<file path="src/rtl/sgdmac_mch_cfg.sv">
// sgdmac_mch_cfg: APB register file for the multi-channel SG DMA engine.
// Global regs at 0x000..0x008, one 16-byte block per channel from 0x100.
// Each channel keeps its pointer, an IDLE/BUSY state and sticky W1C flags.

// Per-channel slice: pointer register, IDLE/BUSY FSM, start pulse, flags.
module sgdmac_mch_chan (
  input  logic        clk,
  input  logic        rst,
  input  logic        i_cmd_start,
  input  logic        i_ptr_we,
  input  logic [31:0] i_wdata,
  input  logic        i_done,
  input  logic [1:0]  i_w1c,
  output logic [31:0] o_ptr,
  output logic        o_start,
  output logic        o_busy,
  output logic [1:0]  o_flags
);
  typedef enum logic {S_IDLE, S_BUSY} state_t;

  state_t      r_state, w_state_nxt;
  logic        r_start, w_start_nxt;
  logic        w_set_done, w_set_err;
  logic [31:0] r_ptr;
  logic [1:0]  r_flags;

  // Next state: start only launches from IDLE; done only counts while BUSY.
  always_comb begin
    w_state_nxt = r_state;
    w_start_nxt = 1'b0;
    w_set_done  = 1'b0;
    w_set_err   = 1'b0;
    case (r_state)
      S_IDLE: begin
        if (i_cmd_start) begin
          w_state_nxt = S_BUSY;
          w_start_nxt = 1'b1;
        end
      end
      S_BUSY: begin
        if (i_cmd_start) w_set_err = 1'b1;
        if (i_done) begin
          w_state_nxt = S_IDLE;
          w_set_done  = 1'b1;
        end
      end
      default: w_state_nxt = S_IDLE;
    endcase
  end

  // State, start pulse and flags; a flag set beats a same-cycle W1C clear.
  always_ff @(posedge clk or posedge rst) begin
    if (rst) begin
      r_state <= S_IDLE;
      r_start <= 1'b0;
      r_flags <= 2'b00;
    end else begin
      r_state    <= w_state_nxt;
      r_start    <= w_start_nxt;
      r_flags[0] <= (r_flags[0] & ~i_w1c[0]) | w_set_done;
      r_flags[1] <= (r_flags[1] & ~i_w1c[1]) | w_set_err;
    end
  end

  // Pointer register; the top blocks writes while the channel is busy.
  always_ff @(posedge clk or posedge rst) begin
    if (rst)           r_ptr <= '0;
    else if (i_ptr_we) r_ptr <= i_wdata;
  end

  assign o_ptr   = r_ptr;
  assign o_start = r_start;
  assign o_busy  = (r_state == S_BUSY);
  assign o_flags = r_flags;
endmodule

// Top: APB decode, error response, read mux, IRQ enable and IRQ register.
module sgdmac_mch_cfg #(
  parameter int          N_CH    = 4,
  parameter logic [31:0] VERSION = 32'h0002_0000
) (
  input  logic              clk,
  input  logic              rst,
  input  logic              psel_i,
  input  logic              penable_i,
  input  logic [11:0]       paddr_i,
  input  logic              pwrite_i,
  input  logic [31:0]       pwdata_i,
  output logic              pready_o,
  output logic [31:0]       prdata_o,
  output logic              pslverr_o,
  output logic [N_CH*32-1:0] start_pointer_o,
  output logic [N_CH-1:0]   start_o,
  output logic [N_CH-1:0]   busy_o,
  input  logic [N_CH-1:0]   done_i,
  output logic              irq_o
);
  logic                   w_access, w_glob_hit, w_chan_hit, w_ch_ok, w_ro;
  logic                   w_err, w_wr, w_busy_sel;
  logic [3:0]             w_ch;
  logic [1:0]             w_reg, w_flags_sel;
  logic [31:0]            w_ptr_sel, w_rdata;
  logic [N_CH-1:0]        r_irq_en, w_irq_stat, w_busy, w_start, w_done_flag;
  logic [N_CH-1:0][31:0]  w_ptr;
  logic [N_CH-1:0][1:0]   w_flags;
  logic                   r_irq;

  // Address decode: bits[1:0] are ignored, [3:2] pick the register.
  assign w_access   = psel_i & penable_i;
  assign w_ch       = paddr_i[7:4];
  assign w_reg      = paddr_i[3:2];
  assign w_ch_ok    = ({1'b0, w_ch} < 5'(N_CH));
  assign w_glob_hit = (paddr_i[11:4] == 8'h00) & (w_reg != 2'd3);
  assign w_chan_hit = (paddr_i[11:8] == 4'h1) & w_ch_ok;
  assign w_ro       = (w_glob_hit & (w_reg != 2'd1)) | (w_chan_hit & (w_reg == 2'd2));

  // Gather the addressed channel's state for error checks and reads.
  always_comb begin
    w_busy_sel  = 1'b0;
    w_ptr_sel   = '0;
    w_flags_sel = '0;
    for (int c = 0; c < N_CH; c++) begin
      if (w_ch == 4'(c)) begin
        w_busy_sel  = w_busy[c];
        w_ptr_sel   = w_ptr[c];
        w_flags_sel = w_flags[c];
      end
    end
  end

  // Erroring accesses return zero and leave every register untouched.
  assign w_err = w_access & (~(w_glob_hit | w_chan_hit)
                 | (pwrite_i & w_ro)
                 | (pwrite_i & w_chan_hit & (w_reg == 2'd0) & w_busy_sel));
  assign w_wr  = w_access & pwrite_i & ~w_err;

  genvar g;
  generate
    for (g = 0; g < N_CH; g++) begin : g_ch
      logic w_sel;
      assign w_sel = w_chan_hit & (w_ch == 4'(g));
      sgdmac_mch_chan u_chan (
        .clk         (clk),
        .rst         (rst),
        .i_cmd_start (w_wr & w_sel & (w_reg == 2'd1) & pwdata_i[0]),
        .i_ptr_we    (w_wr & w_sel & (w_reg == 2'd0)),
        .i_wdata     (pwdata_i),
        .i_done      (done_i[g]),
        .i_w1c       ((w_wr & w_sel & (w_reg == 2'd3)) ? pwdata_i[1:0] : 2'b00),
        .o_ptr       (w_ptr[g]),
        .o_start     (w_start[g]),
        .o_busy      (w_busy[g]),
        .o_flags     (w_flags[g])
      );
      assign w_done_flag[g] = w_flags[g][0];
    end
  endgenerate

  assign w_irq_stat = w_done_flag & r_irq_en;

  // Read mux, driven only during a clean read access.
  always_comb begin
    w_rdata = '0;
    if (w_access && !w_err && !pwrite_i) begin
      if (w_glob_hit) begin
        case (w_reg)
          2'd0:    w_rdata = VERSION;
          2'd1:    w_rdata = 32'(r_irq_en);
          2'd2:    w_rdata = 32'(w_irq_stat);
          default: w_rdata = '0;
        endcase
      end else begin
        case (w_reg)
          2'd0:    w_rdata = w_ptr_sel;
          2'd2:    w_rdata = {31'b0, w_busy_sel};
          2'd3:    w_rdata = {30'b0, w_flags_sel};
          default: w_rdata = '0;
        endcase
      end
    end
  end

  // IRQ enable register and registered interrupt (one cycle behind flags).
  always_ff @(posedge clk or posedge rst) begin
    if (rst) begin
      r_irq_en <= '0;
      r_irq    <= 1'b0;
    end else begin
      if (w_wr && w_glob_hit && (w_reg == 2'd1)) r_irq_en <= pwdata_i[N_CH-1:0];
      r_irq <= |w_irq_stat;
    end
  end

  assign pready_o        = 1'b1;
  assign prdata_o        = w_rdata;
  assign pslverr_o       = w_err;
  assign start_pointer_o = w_ptr;
  assign start_o         = w_start;
  assign busy_o          = w_busy;
  assign irq_o           = r_irq;
endmodule

</file>
<file path="config.mk">
export PLATFORM = sky130hd
export DESIGN_NAME = sgdmac_mch_cfg
export DESIGN_NICKNAME = d
export VERILOG_FILES = /design/src/rtl/sgdmac_mch_cfg.sv
export SDC_FILE = /design/constraint.sdc
export NUM_CORES = 1
export LEC_CHECK = 0
export ABC_AREA = 0
export ABC_CLOCK_PERIOD_IN_PS = 8900
export CAP_MARGIN = 25
export CORE_ASPECT_RATIO = 1.2
export CORE_MARGIN = 3
export CORE_UTILIZATION = 50
export DETAILED_ROUTE_END_ITERATION = 8
export PLACE_DENSITY = 0.82
export SYNTH_ARGS = -nofsm -noshare
export SYNTH_HDL_FRONTEND = slang
export SYNTH_SLANG_ARGS = --single-unit
export TNS_END_PERCENT = 100
</file>
<file path="constraint.sdc">
create_clock -name clk -period 8.9 [get_ports clk]
set_input_delay 0.89 -clock clk [delete_from_list [all_inputs] [get_ports clk]]
set_output_delay 0.89 -clock clk [all_outputs]
set_load 0.005 [all_outputs]
</file>
== Word-level counts from Yosys, hierarchy flattened ==
Index checks and enable logic that the tools add are counted.
Storage, ports and cells
  flip-flop bits (word level): 149
  latch bits: 0
  RAM bits: 0
  ROM bits: 0
  output and inout port bits: 171
  logic and storage cells: 157
  memories: 0
Operators by class
  add/subtract/negate cells: 0
  $mul: 0
  divide/modulo/power cells: 0
  magnitude comparators: 1
  equal/unequal tests: 9
  shifts and indexed selects: 0
  muxes and demuxes: 48
  bitwise logic cells: 71
  reduce and logical (&&, ||, !) cells: 10
Operators with widths (count)
  32-bit two-way mux: 6
  32-bit one-hot mux with 3 select lines: 1
  18-bit one-hot mux with 3 select lines: 1
  1-bit bitwise AND: 44
  1-bit two-way mux: 28
  2-bit two-way mux: 8
  1-bit inverter: 14
  1-bit bitwise OR: 12
  4-bit by 1-bit == test with 1-bit output (second input constant): 2
  4-bit by 2-bit == test with 1-bit output (second input constant): 2
  8-bit logical NOT: 1
  1-bit one-hot mux with 2 select lines: 4
  4-bit bitwise AND: 1
  2-bit == test (second input constant): 2
  1-bit logical AND: 4
  4-bit logical NOT: 1
  4-bit by 3-bit < comparator with 1-bit output (second input constant): 1
  4-bit OR reduction: 1
  2-bit by 1-bit == test with 1-bit output (second input constant): 1
  1-bit logical NOT: 2
  2-bit logical NOT: 1
  2-bit by 1-bit inequality test with 1-bit output (second input constant): 1
  2-bit inequality test (second input constant): 1

== Longest topological paths before layout ==
Gate-level depths: netlist of the first run.
  depth after elaboration: 16
  gate-level depth with buffers: 7
  depth with buffers taken out: 4

== Cells and area by module ==
A second synthesis of the first run with hierarchy kept.
Second synthesis, totals
  cell total of the unflattened synthesis: 525
  area total of the unflattened synthesis: 7674.9 um^2
By module, submodules not included
  sgdmac_mch_chan: instances 4, cells an instance 82, area each 1491.4 um^2, sequential area each 900.9 um^2
  sgdmac_mch_cfg: instances 1, cells an instance 197, area each 1709.1 um^2, sequential area each 125.1 um^2

== Least setup slack after synthesis of the first run ==
OpenSTA, ideal clock, no wires.
  path type: input to output
  from: input port paddr_i[9]
  to: output port prdata_o[21]
  arrival: 2297 ps
  required time: 8010 ps
  setup slack: 5713 ps
  cell stages on the path: 6
  path through: nor4b_4 -> nand2_1 -> or3_1 -> clkbuf_1 -> clkbuf_1 -> a211oi_1
On the way
  longest elaborated chain between the ends: 12
  elaborated cells on any way between the ends: 21
  those cells by class: eq/ne (1); mux (2); bitwise (14); reduce/logical (4)
RTL lines
  start: declaration: line 86  | input logic [11:0] paddr_i,
  8-bit logical NOT / 4-bit by 1-bit == test with 1-bit output (equally long branches): line 113, 114
  1-bit bitwise AND (on tied branches): line 113, 114
  1-bit bitwise AND: line 115  | assign w_ro = (w_glob_hit & (w_reg != 2'd1)) | (w_chan_hit & (w_reg == 2'd2));
  1-bit bitwise OR: line 115
  1-bit bitwise AND: line 133  | | (pwrite_i & w_ro)
  1-bit bitwise OR: line 133
  1-bit bitwise OR: line 134  | | (pwrite_i & w_chan_hit & (w_reg == 2'd0) & w_busy_sel));
  1-bit bitwise AND: line 132  | assign w_err = w_access & (~(w_glob_hit | w_chan_hit)
  1-bit logical NOT: line 164  | if (w_access && !w_err && !pwrite_i) begin
  1-bit logical AND (2 in series): line 164
  32-bit two-way mux (*): line 164
  end: declaration: line 90  | output logic [31:0] prdata_o,
Mark *: on every way between the ends. The rest lies on a longest branch, timed or not.

== Worst setup path after layout of the first run ==
  from: input port paddr_i[4]
  to: output port prdata_o[3]
On the way
  longest elaborated chain between the ends: 12
  elaborated cells on any way between the ends: 34
  those cells by class: order compare (1); eq/ne (3); mux (11); bitwise (14); reduce/logical (5)
RTL lines
  4-bit by 3-bit < comparator with 1-bit output, or another cell as far along: line 112  | assign w_ch_ok = ({1'b0, w_ch} < 5'(N_CH));
  1-bit bitwise AND, or another cell as far along: line 114  | assign w_chan_hit = (paddr_i[11:8] == 4'h1) & w_ch_ok;
  1-bit bitwise AND / 1-bit two-way mux (equally long branches): line 115, 123
  1-bit bitwise OR / 1-bit two-way mux (equally long branches): line 115, 123
  1-bit bitwise AND / 1-bit two-way mux (equally long branches): line 133, 123
  1-bit bitwise OR / 1-bit bitwise AND (equally long branches): line 133, 134
  1-bit bitwise OR: line 134
  1-bit bitwise AND: line 132
  1-bit logical NOT: line 164
  1-bit logical AND (2 in series): line 164
  32-bit two-way mux (*): line 164
Marks and branches as above.

==> results of run 1 <==
[cell type report]
type	count	area share
Tap cell	200	0.0240
Multi-Input combinational cell	352	0.338
Clock buffer	23	0.0439
Sequential cell	149	0.357
Inverter	3	0.00156
Timing Repair Buffer	231	0.220
Clock inverter	8	0.0144
[state kept, by name, indices dropped and copies added (netlist names)]
| register | flops |
|---|---|
| irq_o | 1 |
| g_ch.u_chan.o_busy | 4 |
| g_ch.u_chan.o_flags | 8 |
| g_ch.u_chan.o_start | 4 |
| g_ch.u_chan.o_ptr | 128 |
| r_irq_en | 4 |
[per-stage QoR]
| stage | hold WS, ns | total power, mW | util | instance area, µm² |
|---|---|---|---|---|
| 2_1_floorplan | 0.457 | 0.739 | - | 7560 |
| 3_3_place_gp | 0.477 | 0.786 | 0.671 | 9790 |
| 3_5_place_dp | 0.492 | 0.789 | 0.671 | 9790 |
| 4_1_cts | 0.525 | 1.54 | 0.713 | 10400 |
| 5_1_grt | 0.541 | 1.58 | 0.715 | 10400 |
| 6_report | 0.522 | 1.53 | 0.715 | 10400 |
[metal layers]
layer  GRT usage  vias to the layer above  wire, µm
met5           0                        -         0
met4       0.106                        0       684
met3      0.0847                       45      1420
met2       0.463                      218     11200
met1       0.312                     2858      8460
li1            -                     2453         -
[placed cells by master, fill, tap and decap left out, types with 2 or more instances in the layout]
master,n
a2111o_2,2
a211oi_1,52
a21o_1,2
a21oi_1,4
a22o_1,4
a22oi_1,2
a32oi_1,2
and2_1,5
and3_1,4
buf_4,11
bufinv_16,4
clkbuf_1,5
clkbuf_16,17
clkdlybuf4s50_1,218
clkinv_4,2
dfrtp_1,149
inv_1,2
mux2_2,45
mux2_4,90
mux2i_1,28
mux4_2,6
nand2_1,15
nand2b_1,3
nand3_1,6
nand4_1,5
nor2_1,8
nor2b_1,28
nor3_1,5
o21ai_0,6
o221ai_1,2
o22ai_1,2
o31ai_1,5
or2_2,2
or3_1,2
[cells by family after synthesis]
kind of cell | after synthesis | share of synthesized area
flip-flops | 149 | 0.493
other | 1 | 0.000496
AO/OA/AOI/OAI | 91 | 0.0944
multiplexers | 170 | 0.302
buffers and inverters | 49 | 0.0404
AND/OR/NAND/NOR | 90 | 0.0689
[final timing paths]
path	from	endpoint	slack, ns	depth (start not counted)
max	paddr_i[4]	prdata_o[3]	4.24	7
min	g_ch[0].u_chan.o_ptr[22]$_DFFE_PP0P_	g_ch[0].u_chan.o_ptr[22]$_DFFE_PP0P_	0.52	1
max reg2reg	g_ch[1].u_chan.o_busy$_DFF_PP0_	g_ch[1].u_chan.o_ptr[29]$_DFFE_PP0P_	6.31	5
min reg2reg	g_ch[0].u_chan.o_ptr[22]$_DFFE_PP0P_	g_ch[0].u_chan.o_ptr[22]$_DFFE_PP0P_	0.52	1
max in group asynchronous	rst	g_ch[3].u_chan.o_ptr[17]$_DFFE_PP0P_	6.83	4
min in group asynchronous	rst	g_ch[0].u_chan.o_ptr[10]$_DFFE_PP0P_	0.95	2
[power groups by stage]
| stage | clock network, mW | logic [mW] | registers [mW] |
|---|---|---|---|
| 5_1_grt | 0.793 | 0.103 | 0.685 |
| 2_1_floorplan | 0 | 0.0433 | 0.696 |
| 3_5_place_dp | 0 | 0.0926 | 0.697 |
| 3_3_place_gp | 0 | 0.0892 | 0.697 |
| 6_report | 0.749 | 0.0944 | 0.685 |
| 4_1_cts | 0.759 | 0.0934 | 0.685 |
==> flow_summary.toml, run 1 <==
[drt]
vias = 5574
wl_per_cell_um = 22.6
drc_errors = 0
dr.pass1.iters = 5
vias_per_cell = 5.77
wirelength_um = 21800
drt_iter0_drc = 293
ant_nets = 0

[worst_setup_path]
slowest_delay_ns = 0.82
critPathRequiredTime_ns = 8.01
slowest_stage = "nor4_1"
end_kind = "primary output"
crit_chain = "buf_4 -> buf_4 -> nor4_1 -> and3_1 -> o211ai_1 -> a21oi_1 -> clkdlybuf4s50_1"
cp-start-kind = "input pin"
cpLargestDelayFamily = "buffers and inverters"
crit_fanout = 60
arrival_ns = 3.77
worstSetupPathType = "in2out"
cp_num_buf_inv = 3
crit_path_frequent_cell = "buf_4"

[worst_hold_path]
hp-class = "reg2reg"

[synthesis]
synth_cells = 550
syn_nets = 603
yosysTopAreaCellShare = 0.493
syn_avg_cell_area_um2 = 13.7
yosys_register_bits = 149
synth_edf_count = 0
ys.warnings.count = 0
syn-cell-area_um2 = 7560
synth_cell_types = 50
synthTopCellsByCount = "149 x dfrtp_1, 90 x mux2_4, 52 x a211oi_1"
synth_flop_cell = "dfrtp_1"
ys_seq_area_frac = 0.493
netlist_top_cells_area = "dfrtp_1 49%, mux2_4 18%, mux2_2 6.7%"
synth_top_area_cell = "dfrtp_1"
yosysMostFrequentCell = "dfrtp_1"
ys_async_sr_fraction = 1.00

[die]
core_um2 = 14600
die-width_um = 118
die_area_um2 = 16600
die_h_um = 141
ios = 224
rows = 48
initial_core_util = 0.518

[clock_tree]
numCtsBuffers = 17
cts-root-buf = "clkbuf_16"
cts_buffer_depth = 2
cts_tree = "done"
clk_pin_slew_worst_paths_ns = 0.06
cts_resized = 0
h-tree-depth = 4
cts_setup_buffers = 0
cts_sinks = 149
worstSkewPairLatency_ns = 0.42
holdBufCountCts = 0

[sta]
hold_viol = 0
rsz0062_at_grt = "false"
setup_viol = 0
layout_min_cycle_time_ns = 4.66
fin_ws_ns = 4.24
max_slew_margin = 0.351
drv_slew = 0
max_freq_ghz = 0.215
tns_ns = 0
tightest_slew_ns = 0.974
skew_ns = 0.00554
post-route-period-util = 0.523

[global_routing]
track_usage = 0.268
antenna_found_initial = 0
grt_pass1_wl_um = 35100
grt_max_degree = 81
grt_overflow_total = 0
grt_pass1_vias = 6119

[run]
cap_violations = 0

[placed_design]
port-buffer-count = 220
dp_hpwl_um = 14600
post-place-ws_ns = 4.35
dpl.cell_count = 934
place_congestion = 0.884

[layout]
multi_input_area_um2 = 3530
finalNonFillerCells = 966
final_nets = 807
fill_cells = 985
seq_area_um2 = 3730
final_layout_size_suffix_gt1_frac = 0.251
area_growth_pct = 38.0
antenna_cells = 0

[pwr]
clkPwrFrac = 0.490
power_density_nw_per_um2 = 147
power.switching_mw = 0.330
sw_frac_of_total = 0.216
combPwrFrac = 0.062
power.leakage_nw = 4.74
ir_drop_mv = 0.121
seqPwrFrac = 0.448
internal_power_mw = 1.20

[run_status]
status = "finished, final reports clean"
(Power assumes the default switching activity.)
==> inputs of run 2 (changes only) <==
--- a/config.mk
+++ b/config.mk
@@ -6,13 +6,13 @@
 export NUM_CORES = 1
 export LEC_CHECK = 0
 export ABC_AREA = 0
-export ABC_CLOCK_PERIOD_IN_PS = 8900
+export ABC_CLOCK_PERIOD_IN_PS = 4750
 export CAP_MARGIN = 25
 export CORE_ASPECT_RATIO = 1.2
 export CORE_MARGIN = 3
-export CORE_UTILIZATION = 50
+export CORE_UTILIZATION = 48
 export DETAILED_ROUTE_END_ITERATION = 8
-export PLACE_DENSITY = 0.82
+export PLACE_DENSITY = 0.79
 export SYNTH_ARGS = -nofsm -noshare
 export SYNTH_HDL_FRONTEND = slang
 export SYNTH_SLANG_ARGS = --single-unit
==> constraint.sdc (replaced) <==
create_clock -name clk -period 4.75 [get_ports clk]
set_input_delay 0.475 -clock clk [delete_from_list [all_inputs] [get_ports clk]]
set_output_delay 0.475 -clock clk [all_outputs]
set_load 0.005 [all_outputs]
==> flow_summary.toml, run 2 (synthesized netlist as in run 1, its figures left out) <==
[sta]
skew_ns = 0.00625
max_freq_ghz = 0.255
rsz0062_at_grt = "false"
tightest_slew_ns = 0.868
setup_viol = 0
hold_viol = 0
layout_min_cycle_time_ns = 3.91
drv_slew = 0
tns_ns = 0
post-route-period-util = 0.824
max_slew_margin = 0.421

[die]
die_area_um2 = 17300
ios = 224
initial_core_util = 0.497
core_um2 = 15200
die-width_um = 121
die_h_um = 143
rows = 49

[layout]
layout.cells.most_common = "clkdlybuf4s50_1"
final_cell_mix = "218 x clkdlybuf4s50_1, 149 x dfrtp_1, 90 x mux2_4"
finalNonFillerCells = 974
final_layout_size_suffix_gt1_frac = 0.260
area_growth_pct = 38.6
antenna_cells = 0
fin_util = 0.689
final_nets = 810
largest_reg_flops = 128

[clock_tree]
cts_sinks = 149
worstSkewPairLatency_ns = 0.42
clk_pin_slew_worst_paths_ns = 0.06
cts_setup_buffers = 0
cts_buffer_depth = 2
holdBufCountCts = 0
cts_resized = 0
cts-root-buf = "clkbuf_16"
cts_tree = "done"
numCtsBuffers = 17
h-tree-depth = 4

[worst_setup_path]
crit_path_frequent_cell = "clkdlybuf4s50_1"
cp_num_buf_inv = 3
critPathRequiredTime_ns = 4.28
cp-start-kind = "input pin"
crit_chain = "clkdlybuf4s50_1 -> nor4b_4 -> nand2_1 -> or3_1 -> buf_4 -> a211oi_1 -> clkdlybuf4s50_1"
setup.worst_path.start = "paddr_i[9]"
r2r_start = "g_ch[1].u_chan.o_busy$_DFF_PP0_"
slowest_delay_ns = 0.73
arrival_ns = 3.44
cpLargestDelayFamily = "buffers and inverters"
crit_fanout = 17
worstSetupPathType = "in2out"
end_kind = "primary output"
slowest_stage = "or3_1"

[global_routing]
grt_max_degree = 108
grt_overflow_total = 0
grt_pass1_wl_um = 33900
grt_pass1_vias = 6085
track_usage = 0.251
antenna_found_initial = 0

[pwr]
ir_drop_mv = 0.205
power.leakage_nw = 4.77
power_density_nw_per_um2 = 269
power_mw = 2.82

[placed_design]
dp_hpwl_um = 14800
place_congestion = 0.909
dpl.cell_count = 941
port-buffer-count = 220

[drt]
drt_iter0_drc = 410
vias_per_cell = 5.74
ant_nets = 0
wl_per_cell_um = 22.2
wirelength_um = 21600
dr.pass1.iters = 5
drc_errors = 0
vias = 5588

[run_status]
status = "finished, final reports clean"

[worst_hold_path]
hp-class = "in2async"

[run]
cap_violations = 0
run 2: changes by cell type in the layout (fill, tap and decap cells not counted):
cell | previous run | this run
buf_12 | 0 | 2
clkinvlp_4 | 1 | 3
inv_6 | 1 | 2
clkinv_2 | 1 | 5
clkbuf_1 | 5 | 1
bufinv_16 | 4 | 3
buf_4 | 11 | 12
clkinv_4 | 2 | 1
run 2: routing by layer:
| metal | global-route usage | wire (µm) | vias up |
|---|---|---|---|
| met2 | 0.436 | 11300 | 236 |
| met5 | 0 | 0 | - |
| met4 | 0.0996 | 646 | 0 |
| li1 | - | - | 2452 |
| met1 | 0.296 | 8310 | 2852 |
| met3 | 0.0697 | 1410 | 48 |
run 2: cell type report:
type                            count  area, µm²
Fill cell                        1104       4730
Sequential cell                   149       3730
Multi-Input combinational cell    352       3530
Timing Repair Buffer              234       2340
Clock buffer                       19        443
Tap cell                          204        255
Clock inverter                     13        155
Inverter                            3       16.3
run 2: worst paths after layout:
kind	slack, ns	endpoint	cells past startpoint
setup reg to reg	2.25	g_ch[0].u_chan.o_ptr[8]$_DFFE_PP0P_	5
max in group asynchronous	3.14	g_ch[3].u_chan.o_ptr[6]$_DFFE_PP0P_	4
hold / removal	0.35	g_ch[2].u_chan.o_ptr[25]$_DFFE_PP0P_	2
min in group clk	0.52	g_ch[0].u_chan.o_ptr[23]$_DFFE_PP0P_	1
setup / recovery	0.84	prdata_o[31]	7
hold reg to reg	0.52	g_ch[0].u_chan.o_ptr[23]$_DFFE_PP0P_	1
run 2: stage by stage:
stage               cell area (µm²)  setup slack, ns  hold slack, ns
floorplan                      7560            0.267           0.457
global placement               9850            0.932           0.475
detailed placement             9850            0.898           0.501
CTS                           10400            0.888           0.520
global route                  10500            0.737           0.357
finish                        10500            0.835           0.353
run 2: where the power goes:
group	switching (mW)	internal, mW	total (mW)
clock network	0.525	0.837	1.36
registers	0.00679	1.28	1.28
logic	0.0979	0.0779	0.176
total	0.630	2.19	2.82
==> inputs of run 3 (changes only) <==
--- a/config.mk
+++ b/config.mk
@@ -6,13 +6,13 @@
 export NUM_CORES = 1
 export LEC_CHECK = 0
 export ABC_AREA = 0
-export ABC_CLOCK_PERIOD_IN_PS = 4750
+export ABC_CLOCK_PERIOD_IN_PS = 3200
 export CAP_MARGIN = 25
 export CORE_ASPECT_RATIO = 1.2
 export CORE_MARGIN = 3
-export CORE_UTILIZATION = 48
+export CORE_UTILIZATION = 43
 export DETAILED_ROUTE_END_ITERATION = 8
-export PLACE_DENSITY = 0.79
+export PLACE_DENSITY = 0.75
 export SYNTH_ARGS = -nofsm -noshare
 export SYNTH_HDL_FRONTEND = slang
 export SYNTH_SLANG_ARGS = --single-unit
==> constraint.sdc (replaced) <==
create_clock -name clk -period 3.2 [get_ports clk]
set_input_delay 0.32 -clock clk [delete_from_list [all_inputs] [get_ports clk]]
set_output_delay 0.32 -clock clk [all_outputs]
set_load 0.005 [all_outputs]
==> flow_summary.toml, run 3 (synthesized netlist as in run 1, its figures left out) <==
[run_status]
status = "finished, final reports clean"

[drt]
drt_iter0_drc = 395
drc_errors = 0
wl_per_cell_um = 22.0
dr.pass1.iters = 5
vias_per_cell = 5.56
ant_nets = 0
wirelength_um = 21900
vias = 5530

[worst_hold_path]
worstHoldStart = "paddr_i[5]"
hp-class = "in2reg"
hold-path-cell-count = 4

[placed_design]
port-buffer-count = 220
dp_hpwl_um = 15100
place_congestion = 0.893

[sta]
max_slew_margin = 0.462
post-route-period-util = 0.961
skew_ns = 0.0170
setup_viol = 0
drv_slew = 0
tightest_slew_ns = 0.805
layout_min_cycle_time_ns = 3.08
max_freq_ghz = 0.325
tns_ns = 0
rsz0062_at_grt = "false"
timing.hold.ws_ns = 0.345
hold_viol = 0

[pwr]
power_density_nw_per_um2 = 412
ir_drop_mv = 0.296
sw_frac_of_total = 0.214
combPwrFrac = 0.062
internal_power_mw = 3.45
power_mw = 4.39
power.switching_mw = 0.939
clkPwrFrac = 0.504
power.leakage_nw = 4.84
seqPwrFrac = 0.434

[clock_tree]
holdBufCountCts = 0
clk_pin_slew_worst_paths_ns = 0.06
numCtsBuffers = 17
cts_sinks = 149
cts_tree = "done"
cts-root-buf = "clkbuf_16"
cts_buffer_depth = 2
worstSkewPairLatency_ns = 0.42
h-tree-depth = 4
cts_resized = 0
cts_setup_buffers = 0

[die]
die-width_um = 127
ios = 224
rows = 52
initial_core_util = 0.443
core_um2 = 17000
die_h_um = 151
die_area_um2 = 19200

[run]
cap_violations = 0

[layout]
final_layout_size_suffix_gt1_frac = 0.267
area_growth_pct = 40.9
multi_input_area_um2 = 3530
layout.cells.most_common = "clkdlybuf4s50_1"
final_cell_mix = "218 x clkdlybuf4s50_1, 149 x dfrtp_1, 90 x mux2_4"
final_nets = 819
antenna_cells = 0
seq_area_um2 = 3730
fill_cells = 1297
largest_reg_flops = 128

[worst_setup_path]
crit_fanout = 27
r2r_start = "g_ch[3].u_chan.o_busy$_DFF_PP0_"
end_kind = "primary output"
ff2ff_path_depth = 6
cp-start-kind = "input pin"
setup.worst_path.start = "paddr_i[9]"
arrival_ns = 2.76
worstSetupPathType = "in2out"
critPathRequiredTime_ns = 2.88

[global_routing]
grt_max_degree = 62
grt_pass1_wl_um = 34000
grt_overflow_total = 0
antenna_found_initial = 0
grt_pass1_vias = 5985
track_usage = 0.230
==> run 3: power by group through the flow <==
stage	sequential [mW]	combinational, mW	clock (mW)
5_1_grt	1.90	0.294	2.32
3_3_place_gp	1.94	0.260	0
4_1_cts	1.90	0.271	2.24
2_1_floorplan	1.94	0.121	0
6_report	1.90	0.271	2.21
3_5_place_dp	1.94	0.270	0
==> run 3: layer usage <==
layer,GRT usage,up-vias,wire [µm]
li1,-,2462,-
met1,0.281,2818,8840
met2,0.390,221,11200
met3,0.0681,29,1360
met4,0.0778,0,443
met5,0,-,0
==> run 3: worst paths after layout <==
check	endpoint	slack, ns
max	prdata_o[18]	0.12
min	g_ch[1].u_chan.o_flags[1]$_DFF_PP0_	0.35
max reg2reg	g_ch[0].u_chan.o_ptr[10]$_DFFE_PP0P_	0.98
min reg2reg	g_ch[2].u_chan.o_flags[1]$_DFF_PP0_	0.50
max in group asynchronous	g_ch[2].u_chan.o_ptr[23]$_DFFE_PP0P_	2.01
min in group asynchronous	g_ch[0].u_chan.o_ptr[22]$_DFFE_PP0P_	0.40
==> run 3: area by class of cell <==
cell class | instances | share of cell area
sequential | 149 | 0.350
inverter | 3 | 0.00141
tap | 216 | 0.0254
clock inverter | 11 | 0.0186
clock buffer | 21 | 0.0433
timing repair buffer | 243 | 0.229
multi-input combinational | 352 | 0.332
==> run 3: per-stage QoR <==
| stage | utilization | std cells | area [µm²] | setup slack [ns] |
|---|---|---|---|---|
| after floorplan | - | 550 | 7560 | 1.01 |
| after global placement | 0.586 | 963 | 9990 | 0.222 |
| after detailed placement | 0.586 | 963 | 9990 | 0.217 |
| after CTS | 0.624 | 995 | 10600 | 0.177 |
| after global routing | 0.624 | 995 | 10600 | 0.0543 |
| final | 0.624 | 995 | 10600 | 0.123 |
==> run 3: worst max-delay path, cell delays in order <==
cell and delay [ns]:
clkdlybuf4s50_1 0.47, nor4b_4 0.34, nand2_1 0.12, or3_1 0.42, buf_12 0.20, a211oi_1 0.29
clkdlybuf4s50_1 0.57
